### config.mk
export PLATFORM = sky130hd
export DESIGN_NAME = shift_reg_universal
export DESIGN_NICKNAME = d
export VERILOG_FILES = /design/src/rtl/shift_reg_universal.sv
export SDC_FILE = /design/constraint.sdc
export NUM_CORES = 1
export LEC_CHECK = 0
export BUFFER_PORTS_ARGS = -buffer_cell sky130_fd_sc_hd__buf_2
export CORE_ASPECT_RATIO = 1.1
export CORE_UTILIZATION = 45
export DETAILED_ROUTE_END_ITERATION = 6
export GPL_ROUTABILITY_DRIVEN = 0
export GPL_TIMING_DRIVEN = 0
export MAX_ROUTING_LAYER = met4
export PLACE_DENSITY_LB_ADDON = 0.12
export SETUP_SLACK_MARGIN = 0.4
export SLEW_MARGIN = 20
export SYNTH_ARGS = -nofsm -noshare
export SYNTH_HDL_FRONTEND = slang
export SYNTH_SLANG_ARGS = --single-unit
### constraint.sdc
create_clock -name C -period 1.2 [get_ports C]
set_input_delay 0.12 -clock C [delete_from_list [all_inputs] [get_ports C]]
set_output_delay 0.12 -clock C [all_outputs]
set_load 0.01 [all_outputs]
### src/rtl/shift_reg_universal.sv
// Universal shift register: shift left/right, parallel load, sync clear, clock enable, word-done strobe.
// Define SHIFT_REG_ROTATE_EN to enable the rotate modes (100/101); otherwise they behave as hold.
module shift_reg_universal #(
    parameter int               WIDTH       = 8,
    parameter logic [WIDTH-1:0] RESET_VALUE = {WIDTH{1'b0}}
) (
    input  logic                           C,
    input  logic                           CLR,
    input  logic                           CE,
    input  logic [2:0]                     MODE,
    input  logic                           SIL,
    input  logic                           SIR,
    input  logic [WIDTH-1:0]               D,
    output logic [WIDTH-1:0]               Q,
    output logic                           SO_MSB,
    output logic                           SO_LSB,
    output logic [$clog2(WIDTH+1)-1:0]     CNT,
    output logic                           DONE
);

    localparam int CNT_W = $clog2(WIDTH+1);

    typedef enum logic [2:0] {
        MODE_HOLD  = 3'b000,
        MODE_SHL   = 3'b001,
        MODE_SHR   = 3'b010,
        MODE_LOAD  = 3'b011,
        MODE_ROTL  = 3'b100,
        MODE_ROTR  = 3'b101,
        MODE_CLEAR = 3'b110,
        MODE_RSVD  = 3'b111
    } mode_e;

    logic [WIDTH-1:0] q_q, q_d;
    logic [CNT_W-1:0] cnt_q, cnt_d;
    logic             done_q, done_d;
    logic             step;

    always_comb begin
        q_d    = q_q;
        cnt_d  = cnt_q;
        done_d = 1'b0;
        step   = 1'b0;
        if (CE) begin
            case (mode_e'(MODE))
                MODE_SHL: begin
                    q_d  = {q_q[WIDTH-2:0], SIL};
                    step = 1'b1;
                end
                MODE_SHR: begin
                    q_d  = {SIR, q_q[WIDTH-1:1]};
                    step = 1'b1;
                end
                MODE_LOAD: begin
                    q_d   = D;
                    cnt_d = '0;
                end
`ifdef SHIFT_REG_ROTATE_EN
                MODE_ROTL: begin
                    q_d  = {q_q[WIDTH-2:0], q_q[WIDTH-1]};
                    step = 1'b1;
                end
                MODE_ROTR: begin
                    q_d  = {q_q[0], q_q[WIDTH-1:1]};
                    step = 1'b1;
                end
`endif
                MODE_CLEAR: begin
                    q_d   = RESET_VALUE;
                    cnt_d = '0;
                end
                default: ;
            endcase
        end

        // The WIDTH-th operation wraps the count and raises DONE instead of reaching WIDTH.
        if (step) begin
            if (cnt_q == CNT_W'(WIDTH-1)) begin
                cnt_d  = '0;
                done_d = 1'b1;
            end else begin
                cnt_d = cnt_q + 1'b1;
            end
        end
    end

    always_ff @(posedge C or posedge CLR) begin
        if (CLR) begin
            q_q    <= RESET_VALUE;
            cnt_q  <= '0;
            done_q <= 1'b0;
        end else begin
            q_q    <= q_d;
            cnt_q  <= cnt_d;
            done_q <= done_d;
        end
    end

    assign Q      = q_q;
    assign CNT    = cnt_q;
    assign DONE   = done_q;
    assign SO_MSB = q_q[WIDTH-1];
    assign SO_LSB = q_q[0];

endmodule
# Yosys cells after proc, flatten, opt, wreduce, memory -nomap -nowiden
# Index checks and enable logic that the tools add are counted.
# Widths: inputs -> output; s select.
# word_totals
reg_bits	13
input_bits	16
output_inout_bits	15
word_cells	25
# classes
add_sub_neg	1
eq_ne	5
muxes	9
n_reduce_logical	7
# op_table
op	n
$pmux 8 s4	1
$mux 4	4
$eq 3x2->1 const B	2
$add 4x1->4 const B	1
$eq 4x3->1 const B	1
$mux 1	4
$reduce_and 2->1	2
$reduce_bool 2->1	2
$reduce_bool 4->1	1
$reduce_or 2->1	2
$eq 3x1->1 const B	1
$eq 3x3->1 const B	1

# Longest topological paths before layout
# Gate-level depths: netlist of run 1.
# depth
word_depth	6
depth_mapped	6
mapped_depth_nobuf	4

# Worst setup path after synthesis of run 1
# OpenSTA, ideal clock, no wires.
# synth_path
path_type	input to register
startpoint	input MODE[1]
endpoint	register cnt_q[3] (netlist: CNT[3])
setup_time_ps	64
arrival_ps	1069
required_time_ps	1136
path_slack_ps	67
stages	5
path_buffers	1
path_cell_list	buf_6 > xnor2_1 > or3b_4 > nor4b_2 > a21o_1
# synth_between
elab_chain_cells	6
elab_cells_between_ends	12
cone_classes	4 x eq/ne; 3 x mux; 5 x reduce/logical
# synth_lines
item	line_no	text
start: declaration	10	input logic [2:0] MODE,
$eq 3x2->1 / $eq 3x1->1 (equally long branches)	45	case (mode_e'(MODE))
$reduce_or 2->1 (no source line)	--	
$mux 1	45	
$mux 1	44	if (CE) begin
$reduce_bool 2->1 (no source line)	--	
$reduce_and 2->1 (no source line)	--	
end signal: assignment	94	cnt_q <= cnt_d;
end: declaration	35	logic [CNT_W-1:0] cnt_q, cnt_d;
# Several ways; a longest one is shown, not always the timed one.
# A chain may end at the register's enable or synchronous reset.

# Worst setup path in the final report of run 1
# layout_path
startpoint	register cnt_q[0] (netlist: CNT[0])
endpoint	output CNT[0]
# layout_lines
item	line_no	text
end: declaration	17	output logic [$clog2(WIDTH+1)-1:0] CNT,
# No word-level cell between the ends.

==> results.cfg, run 1 <==
[critical_path]
crit_top_cell = buf_6
cp_data_required_time_ps = 1080
crit_slowest_cell = dfrtp_2
cp_max_fo = 3
critPathTopFamily = flip-flops
critPathCaptureType = primary output
arrival_ps = 960
critical_path_class = reg -> out
r2r.worst_path.cells = 4
regToRegSetupSlack_ps = 130
r2r_start = Q[7]
worst-path-buf-inv = 2
path_cells = buf_6, buf_6
worstSetupStartpointType = register
slowest_delay_ps = 450
rr_endpoint = Q[6]

[synth]
synth.most_common_cell = dfrtp_1
ys_warn_count = 0
syn_area_sq_um = 786
async_reset_ff_share_pct = 100
synth_area_leaders = dfrtp_1, a21o_1, a211oi_1
synth_top_cell_area_share_pct = 41.4
synth_common_cells = dfrtp_1, a21o_1, nor2_1
synth_nets = 100
synth_area_leader_cell = dfrtp_1
seq_area_frac_synth_pct = 41.4
syn_inst = 83
synth-seq-cells = 13
synth_edf_count = 0
synth_area_per_cell_sq_um = 9.47
netlist-cell-type-count = 26
ys.flop_type = dfrtp_1

[floorplan]
core_sq_um = 1600
start_util_pct = 49.3
num_rows = 15
dieArea_sq_um = 1920
die_h_um = 45.8
io_pins = 31
die_w_um = 41.8

[grt]
gr-total-overflow = 0
track_usage_pct = 22.2
antenna_found_initial = 0
grt_pass1_vias = 723
grt_max_degree = 14
grt_pass1_wl_um = 3090

[run_status]
violations = negative hold slack
outcome = complete, but fails checks

[final_layout]
fin_util_pct = 84.3
n_antenna_cell = 0
synthToLayoutAreaGrowth_pct = 71.2
fin_nets = 147
fill_cells = 95
final_cells = 146
final_area_sq_um = 1350
drive_gt1_share_pct = 65.9

[clock_network]
clock_latency_ps = 280
numCtsBuffers = 3
cts.sinks = 13
clk_path_buf_depth = 2
clk_root_buffer_cell = clkbuf_4
cts_tree = yes
htreeDepth = 1
path_clk_slew_ps = 80

[detailed_routing]
drt_iter0_markers = 9
antenna_left = 0
wl_per_cell_um = 15.0
dr.pass1.iters = 4
drc = 0
viasPerCell = 5.65
wl_um = 2190
routed-via-count = 825

[placed_design]
placed_cells = 129
dpl_cell_area_sq_um = 1000
post-dp-hpwl_um = 1320
port_buffers = 29

[sta]
min_period_ps = 1080
slew_headroom_pct = 64.2
setup_viol = 0
max_freq_mhz = 925
worstMarginPinSlew_ps = 536
finalHoldViolations = 13
final.period_utilization_pct = 90.1
slew_violations = 0
worst_clock_skew_ps = 3.55
rsz0062_at_grt = true
finalHoldWorstSlack_ps = -134

[power]
clockPowerShare_pct = 14.9
switching_share_pct = 35.0
peakVddDrop_v = 0.00123
power.total_mw = 1.86
combinationalPowerShare_pct = 49.5
internal_power_mw = 1.21
switchingPower_uw = 651
leakage_nw = 0.674
power_density_nw_per_um2 = 1380
power_frac_seq_pct = 35.7

[min_path]
worstHoldPathType = in -> async

[flow_run]
drv_cap = 0
-- worst max-delay path by stage --
stage | start | end | cells after the start
final | CNT[0] | CNT[0] | 2
after global routing | Q[7] | Q[6] | 4
after CTS | CNT[1] | CNT[3] | 4
after detailed placement | MODE[0] | CNT[2] | 5
after global placement | MODE[0] | CNT[2] | 5
after floorplan | CNT[0] | CNT[3] | 4
-- per-stage QoR --
stage / TNS (ps) / worst slack (ps)
6_report: 0 / 119
2_1_floorplan: 0 / 96.1
3_5_place_dp: -220 / -121
5_1_grt: 0 / 90.5
4_1_cts: 0 / 104
3_3_place_gp: -141 / -88.4
-- layout by cell type, fill, tap and decap left out, types with 2 or more instances in the layout --
cell type / Yosys / final
nor2b_1: 8 / 4
dfrtp_1: 13 / 10
dfrtp_2: 0 / 3
nand2b_1: 2 / 2
nor2b_4: 0 / 4
a21o_1: 10 / 10
buf_2: 1 / 24
buf_4: 2 / 9
nor2_1: 9 / 8
a211oi_2: 0 / 8
o22ai_2: 0 / 6
buf_6: 2 / 14
o22ai_1: 8 / 2
clkbuf_4: 0 / 3
clkbuf_8: 0 / 2
a21oi_1: 2 / 2
-- per-layer routing --
| layer | track usage [%] | part of all wire [%] | up-vias |
|---|---|---|---|
| met5 | - | 0 | - |
| met4 | 7.74 | 1.2 | 0 |
| met3 | 3.97 | 4.8 | 5 |
| met2 | 37.2 | 49 | 29 |
| met1 | 27.3 | 44 | 399 |
| li1 | - | - | 392 |
-- final cells by class --
cell class | count | area, sq um | area share (%)
buffer | 8 | 88.8 | 6.60
clock buffer | 4 | 26.3 | 1.95
inverter | 2 | 7.51 | 0.558
multi-input combinational | 60 | 583 | 43.3
sequential | 13 | 329 | 24.5
tap | 17 | 21.3 | 1.58
timing repair buffer | 42 | 289 | 21.5
-- state kept, by name, indices dropped and copies added, names as in the netlist --
register  cells
Q             8
CNT           4
DONE          1
-- worst register-to-register path, cell delays in order, from the launching register on --
cell,delay [ps]
dfrtp_1,410
nor2b_1,140
o22ai_1,160
a211oi_2,90
a21o_1,160
-- power by group through the flow --
stage	sequential [mW]	clock, mW	combinational (mW)
after floorplan	0.672	0	0.285
after global placement	0.634	0	0.497
after detailed placement	0.639	0	0.508
after CTS	0.617	0.286	0.755
after global routing	0.676	0.296	0.971
final	0.664	0.277	0.920
-- cells by family (layout without fill, tap and decap cells) --
kind of cell / Yosys count / after routing / share of synthesized area, %
compound gates: 32 / 32 / 29.3
simple gates: 26 / 26 / 18.8
flops: 13 / 13 / 41.4
buf+inv: 10 / 56 / 7.80
fa+ha+maj: 1 / 1 / 1.59
xor+xnor: 1 / 1 / 1.11
-- timing repair --
item                                   CTS  global route
setup endpoints to repair               28            28
pin swaps                                6            13
gates resized for setup                 11            34
endpoints found under the hold margin   13            13
buffers inserted                        12             1
No activity file was read; power rests on OpenSTA's default activity.
==> run 2, diff against run 1 <==
==> config.mk (replaced) <==
export PLATFORM = sky130hd
export DESIGN_NAME = shift_reg_universal
export DESIGN_NICKNAME = d
export VERILOG_FILES = /design/src/rtl/shift_reg_universal.sv
export SDC_FILE = /design/constraint.sdc
export NUM_CORES = 1
export LEC_CHECK = 0
export BUFFER_PORTS_ARGS = -buffer_cell sky130_fd_sc_hd__clkbuf_2
export CORE_ASPECT_RATIO = 1.1
export CORE_UTILIZATION = 45
export DETAILED_ROUTE_END_ITERATION = 6
export GPL_ROUTABILITY_DRIVEN = 0
export GPL_TIMING_DRIVEN = 0
export PLACE_DENSITY_LB_ADDON = 0.12
export SETUP_SLACK_MARGIN = 0.4
export SLEW_MARGIN = 30
export SYNTH_ARGS = -nofsm -noshare
export SYNTH_HDL_FRONTEND = slang
export SYNTH_SLANG_ARGS = --single-unit
==> results.cfg, run 2 (synthesis gave the netlist of run 1 again) <==
[floorplan]
num_rows = 15
io_pins = 31
start_util_pct = 49.3
core_sq_um = 1600
die_w_um = 41.8
die_h_um = 45.8
dieArea_sq_um = 1920

[final_layout]
synthToLayoutAreaGrowth_pct = 63.9
n_antenna_cell = 0
drive_gt1_share_pct = 60.3
largest_register_ffs = 8
layout_common_cells = clkbuf_2, buf_6, dfrtp_1, buf_4, a21o_1
final_common_cell = clkbuf_2
fin_nets = 149

[sta]
worst_clock_skew_ps = 5.32
setup_viol = 0
final.period_utilization_pct = 93.1
rsz0062_at_grt = true
finalHoldViolations = 13
min_period_ps = 1120
worstMarginPinSlew_ps = 524
max_freq_mhz = 895
finalWorstSetupSlack_ps = 82.3
slew_violations = 0
finalHoldWorstSlack_ps = -163
slew_headroom_pct = 65.0

[detailed_routing]
dr.pass1.iters = 4
wl_per_cell_um = 15.3
wl_met2_um = 1150
met3WireLength_um = 87
drc = 0
viasPerCell = 5.55
antenna_left = 0
drt_iter0_markers = 12
routed-via-count = 822
wl_um = 2270
top_layer = met4
wl_met1_um = 1010

[grt]
grt_pass1_vias = 700
gr-total-overflow = 0
grt_max_degree = 14
grt_pass1_wl_um = 3150
antenna_found_initial = 0
track_usage_pct = 22.1

[power]
peakVddDrop_v = 0.00112
leakage_nw = 0.657
power_density_nw_per_um2 = 1430

[critical_path]
worstSetupStartpointType = register
slowest_delay_ps = 420
cp_max_fo = 4
crit_slowest_cell = dfrtp_1
worst-path-buf-inv = 0
arrival_ps = 1290
regToRegSetupSlack_ps = 80
critPathTopFamily = compound AO/OA/AOI/OAI gates
critPathCaptureType = register
cp_data_required_time_ps = 1380
critical_path_class = reg -> reg
path_cells = nor2b_1, o22ai_1, a211oi_1, a21o_1

[clock_network]
clk_path_buf_depth = 2
path_clk_slew_ps = 90
clk_root_buffer_cell = clkbuf_4
htreeDepth = 1
numCtsBuffers = 3
clock_latency_ps = 280
cts_tree = yes
cts.sinks = 13

[flow_run]
drv_cap = 0

[placed_design]
dpl_worst_slack_ps = -171
post-dp-hpwl_um = 1350
port_buffers = 29

[min_path]
worstHoldPathType = in -> async

[run_status]
outcome = complete, but fails checks
violations = negative hold slack
==> run 2: cell count changes in the layout (fill, tap and decap cells not counted), sizes merged <==
| cell | before | now |
|---|---|---|
| buf | 47 | 25 |
| clkbuf | 7 | 31 |
==> run 2: report_power, final <==
part	total [mW]	internal (mW)	switching, mW
Sequential	0.643	0.535	0.108
Clock	0.283	0.129	0.154
Combinational	0.912	0.532	0.379
Total	1.84	1.20	0.641
==> run 2: worst reg2reg max path, cell delays in order, from the launching register on <==
cell,delay [ps]
dfrtp_1,420
nor2b_1,160
o22ai_1,160
a211oi_1,100
a21o_1,170
==> run 2: area by class of cell <==
type                       instances  area [sq um]
timing repair buffer              44           298
inverter                           2          7.51
clock buffer                       4          26.3
multi-input combinational         60           518
sequential                        13           328
buffer                             8          88.8
tap                               17          21.3
fill                             107           308
==> run 2: timing repair <==
| action | 4_1_cts | 5_1_grt |
|---|---|---|
| gates resized for setup | 7 | 30 |
| pin swaps | 3 | 10 |
| endpoints found under the hold margin | 13 | 13 |
| setup endpoints to repair | 28 | 28 |
| setup buffers | 13 | 2 |
==> run 2: final timing paths <==
check | start | end | depth (start not counted)
min in group C | MODE[2] | CNT[2] | 4
min reg2reg | CNT[3] | DONE | 1
max in group asynchronous | CLR | CNT[3] | 2
min | CLR | CNT[1] | 2
max reg2reg | Q[6] | Q[5] | 4
max | Q[6] | Q[5] | 4
==> run 2: through the flow <==
step           util (%)  cell area (sq um)  power (mW)  setup TNS [ps]  std cells
2_1_floorplan         -                836       0.956               0         83
3_3_place_gp       62.8               1000        1.13            -138        129
3_5_place_dp       62.8               1000        1.15            -297        129
4_1_cts            72.0               1150        1.63               0        146
5_1_grt            80.7               1290        1.93               0        148
6_report           80.7               1290        1.84               0        148
==> run 2: routing by layer <==
metal | GRT usage, % | vias up
met1 | 29.6 | 401
met3 | 3.57 | 2
met2 | 36.6 | 22
met5 | 0 | -
met4 | 7.74 | 0
li1 | - | 397
==> run 3, diff against run 2 <==
--- a/config.mk
+++ b/config.mk
@@ -12,7 +12,6 @@
 export GPL_ROUTABILITY_DRIVEN = 0
 export GPL_TIMING_DRIVEN = 0
 export PLACE_DENSITY_LB_ADDON = 0.12
-export SETUP_SLACK_MARGIN = 0.4
 export SLEW_MARGIN = 30
 export SYNTH_ARGS = -nofsm -noshare
 export SYNTH_HDL_FRONTEND = slang
==> results.cfg, run 3 (synthesis gave the netlist of run 1 again) <==
[run_status]
outcome = finished clean

[sta]
final.period_utilization_pct = 94.4
min_period_ps = 1130
setup_viol = 0
rsz0062_at_grt = false
finalHoldViolations = 0
slew_violations = 0
finalHoldWorstSlack_ps = 220
max_freq_mhz = 883
worstMarginPinSlew_ps = 615
worst_clock_skew_ps = 2.16
slew_headroom_pct = 58.9

[placed_design]
port_buffers = 29
placed_cells = 129
post-dp-hpwl_um = 1270

[critical_path]
setup.worst_path.start = CNT[1]
critPathCaptureType = register
worstSetupStartpointType = register
cp_max_fo = 4
critical_path_class = reg -> reg
r2r.worst_path.cells = 4
rr_endpoint = CNT[3]
arrival_ps = 1300
r2r_start = CNT[1]
critPathCapture = CNT[3]
regToRegSetupSlack_ps = 70
cp_data_required_time_ps = 1370

[grt]
grt_max_degree = 14
antenna_found_initial = 0
gr-total-overflow = 0
grt_pass1_wl_um = 2810
grt_pass1_vias = 640
track_usage_pct = 19.7

[final_layout]
fin_nets = 136
n_antenna_cell = 0
multi_input_area_sq_um = 402
largest_register_ffs = 8
final_common_cell = clkbuf_2
drive_gt1_share_pct = 37.3
synthToLayoutAreaGrowth_pct = 27.2
layout_common_cells = clkbuf_2, dfrtp_1, a21o_1
regArea_sq_um = 325
fill_cells = 157
final_cells = 135

[power]
power_density_nw_per_um2 = 1420
combinationalPowerShare_pct = 36.0
power_frac_seq_pct = 44.6
clockPowerShare_pct = 19.4
peakVddDrop_v = 0.000862
internal_power_uw = 928
switching_share_pct = 34.6
leakage_nw = 0.532
switchingPower_uw = 491

[clock_network]
cts_tree = yes
clock_latency_ps = 280
htreeDepth = 1
cts.sinks = 13
path_clk_slew_ps = 80
clk_root_buffer_cell = clkbuf_4
numCtsBuffers = 3
clk_path_buf_depth = 2

[detailed_routing]
drt_iter0_markers = 12
met3WireLength_um = 100
antenna_left = 0
top_layer = met4
wl_met1_um = 867
viasPerCell = 5.50
drc = 0
routed-via-count = 743
wl_met2_um = 808
wl_per_cell_um = 13.3
wl_um = 1790
dr.pass1.iters = 4

[floorplan]
io_pins = 31
start_util_pct = 49.3
num_rows = 15
core_sq_um = 1600
die_w_um = 41.8
die_h_um = 45.8
dieArea_sq_um = 1920

[flow_run]
drv_cap = 0

[min_path]
worstHoldPathType = in -> reg
run 3: cell count changes in the layout (fill, tap and decap cells not counted), sizes merged:
cell         delta
buf            -19
clkbuf          +5
dlygate4sd3     +1
run 3: critical path, stage by stage (launching register included):
cell     delay (ps)
dfrtp_1         400
ha_1            210
nand2_2          90
nor4b_2         160
a21o_1          160
run 3: area by class of cell:
cell class                 count  area share (%)
sequential                    13            32.5
clock buffer                   4            2.63
buffer                         8            5.51
inverter                       2           0.751
multi-input combinational     60            40.2
timing repair buffer          31            16.3
tap                           17            2.13
run 3: how the worst min path moves through the flow:
stage,startpoint,endpoint,slack (ps),cells after the start
floorplan,CLR,CNT[0],-3,1
global placement,CLR,Q[5],150,2
detailed placement,CLR,Q[4],160,2
CTS,MODE[2],CNT[0],200,4
global route,MODE[2],CNT[0],240,4
finish,MODE[2],CNT[0],220,4
run 3: metal layers:
layer,GRT usage (%),up-vias
li1,-,373
met1,27.7,340
met2,30.9,27
met3,3.97,3
met4,5.81,0
met5,0,-
run 3: metrics by stage:
step,total power [mW],utilization (%),worst slack [ps],TNS [ps],cell area (sq um)
floorplan,0.938,-,66.7,0,786
global placement,1.11,59.7,-182,-1520,952
detailed placement,1.12,59.7,-223,-1700,952
CTS,1.40,62.0,40.1,0,988
global route,1.50,62.7,2.28,0,1000
finish,1.42,62.7,67.2,0,1000
run 3: repair_timing:
action	in CTS	in global routing
gates resized for setup	0	3
hold endpoints to repair	13	0
setup buffers	0	1
setup endpoints to repair	0	2
hold buffers	1	0
run 3: power by group through the flow:
stage | Combinational (mW) | Sequential (mW) | Clock (mW)
3_5_place_dp | 0.480 | 0.642 | 0
6_report | 0.511 | 0.632 | 0.275
4_1_cts | 0.486 | 0.635 | 0.282
5_1_grt | 0.552 | 0.648 | 0.302
2_1_floorplan | 0.266 | 0.672 | 0
3_3_place_gp | 0.475 | 0.636 | 0
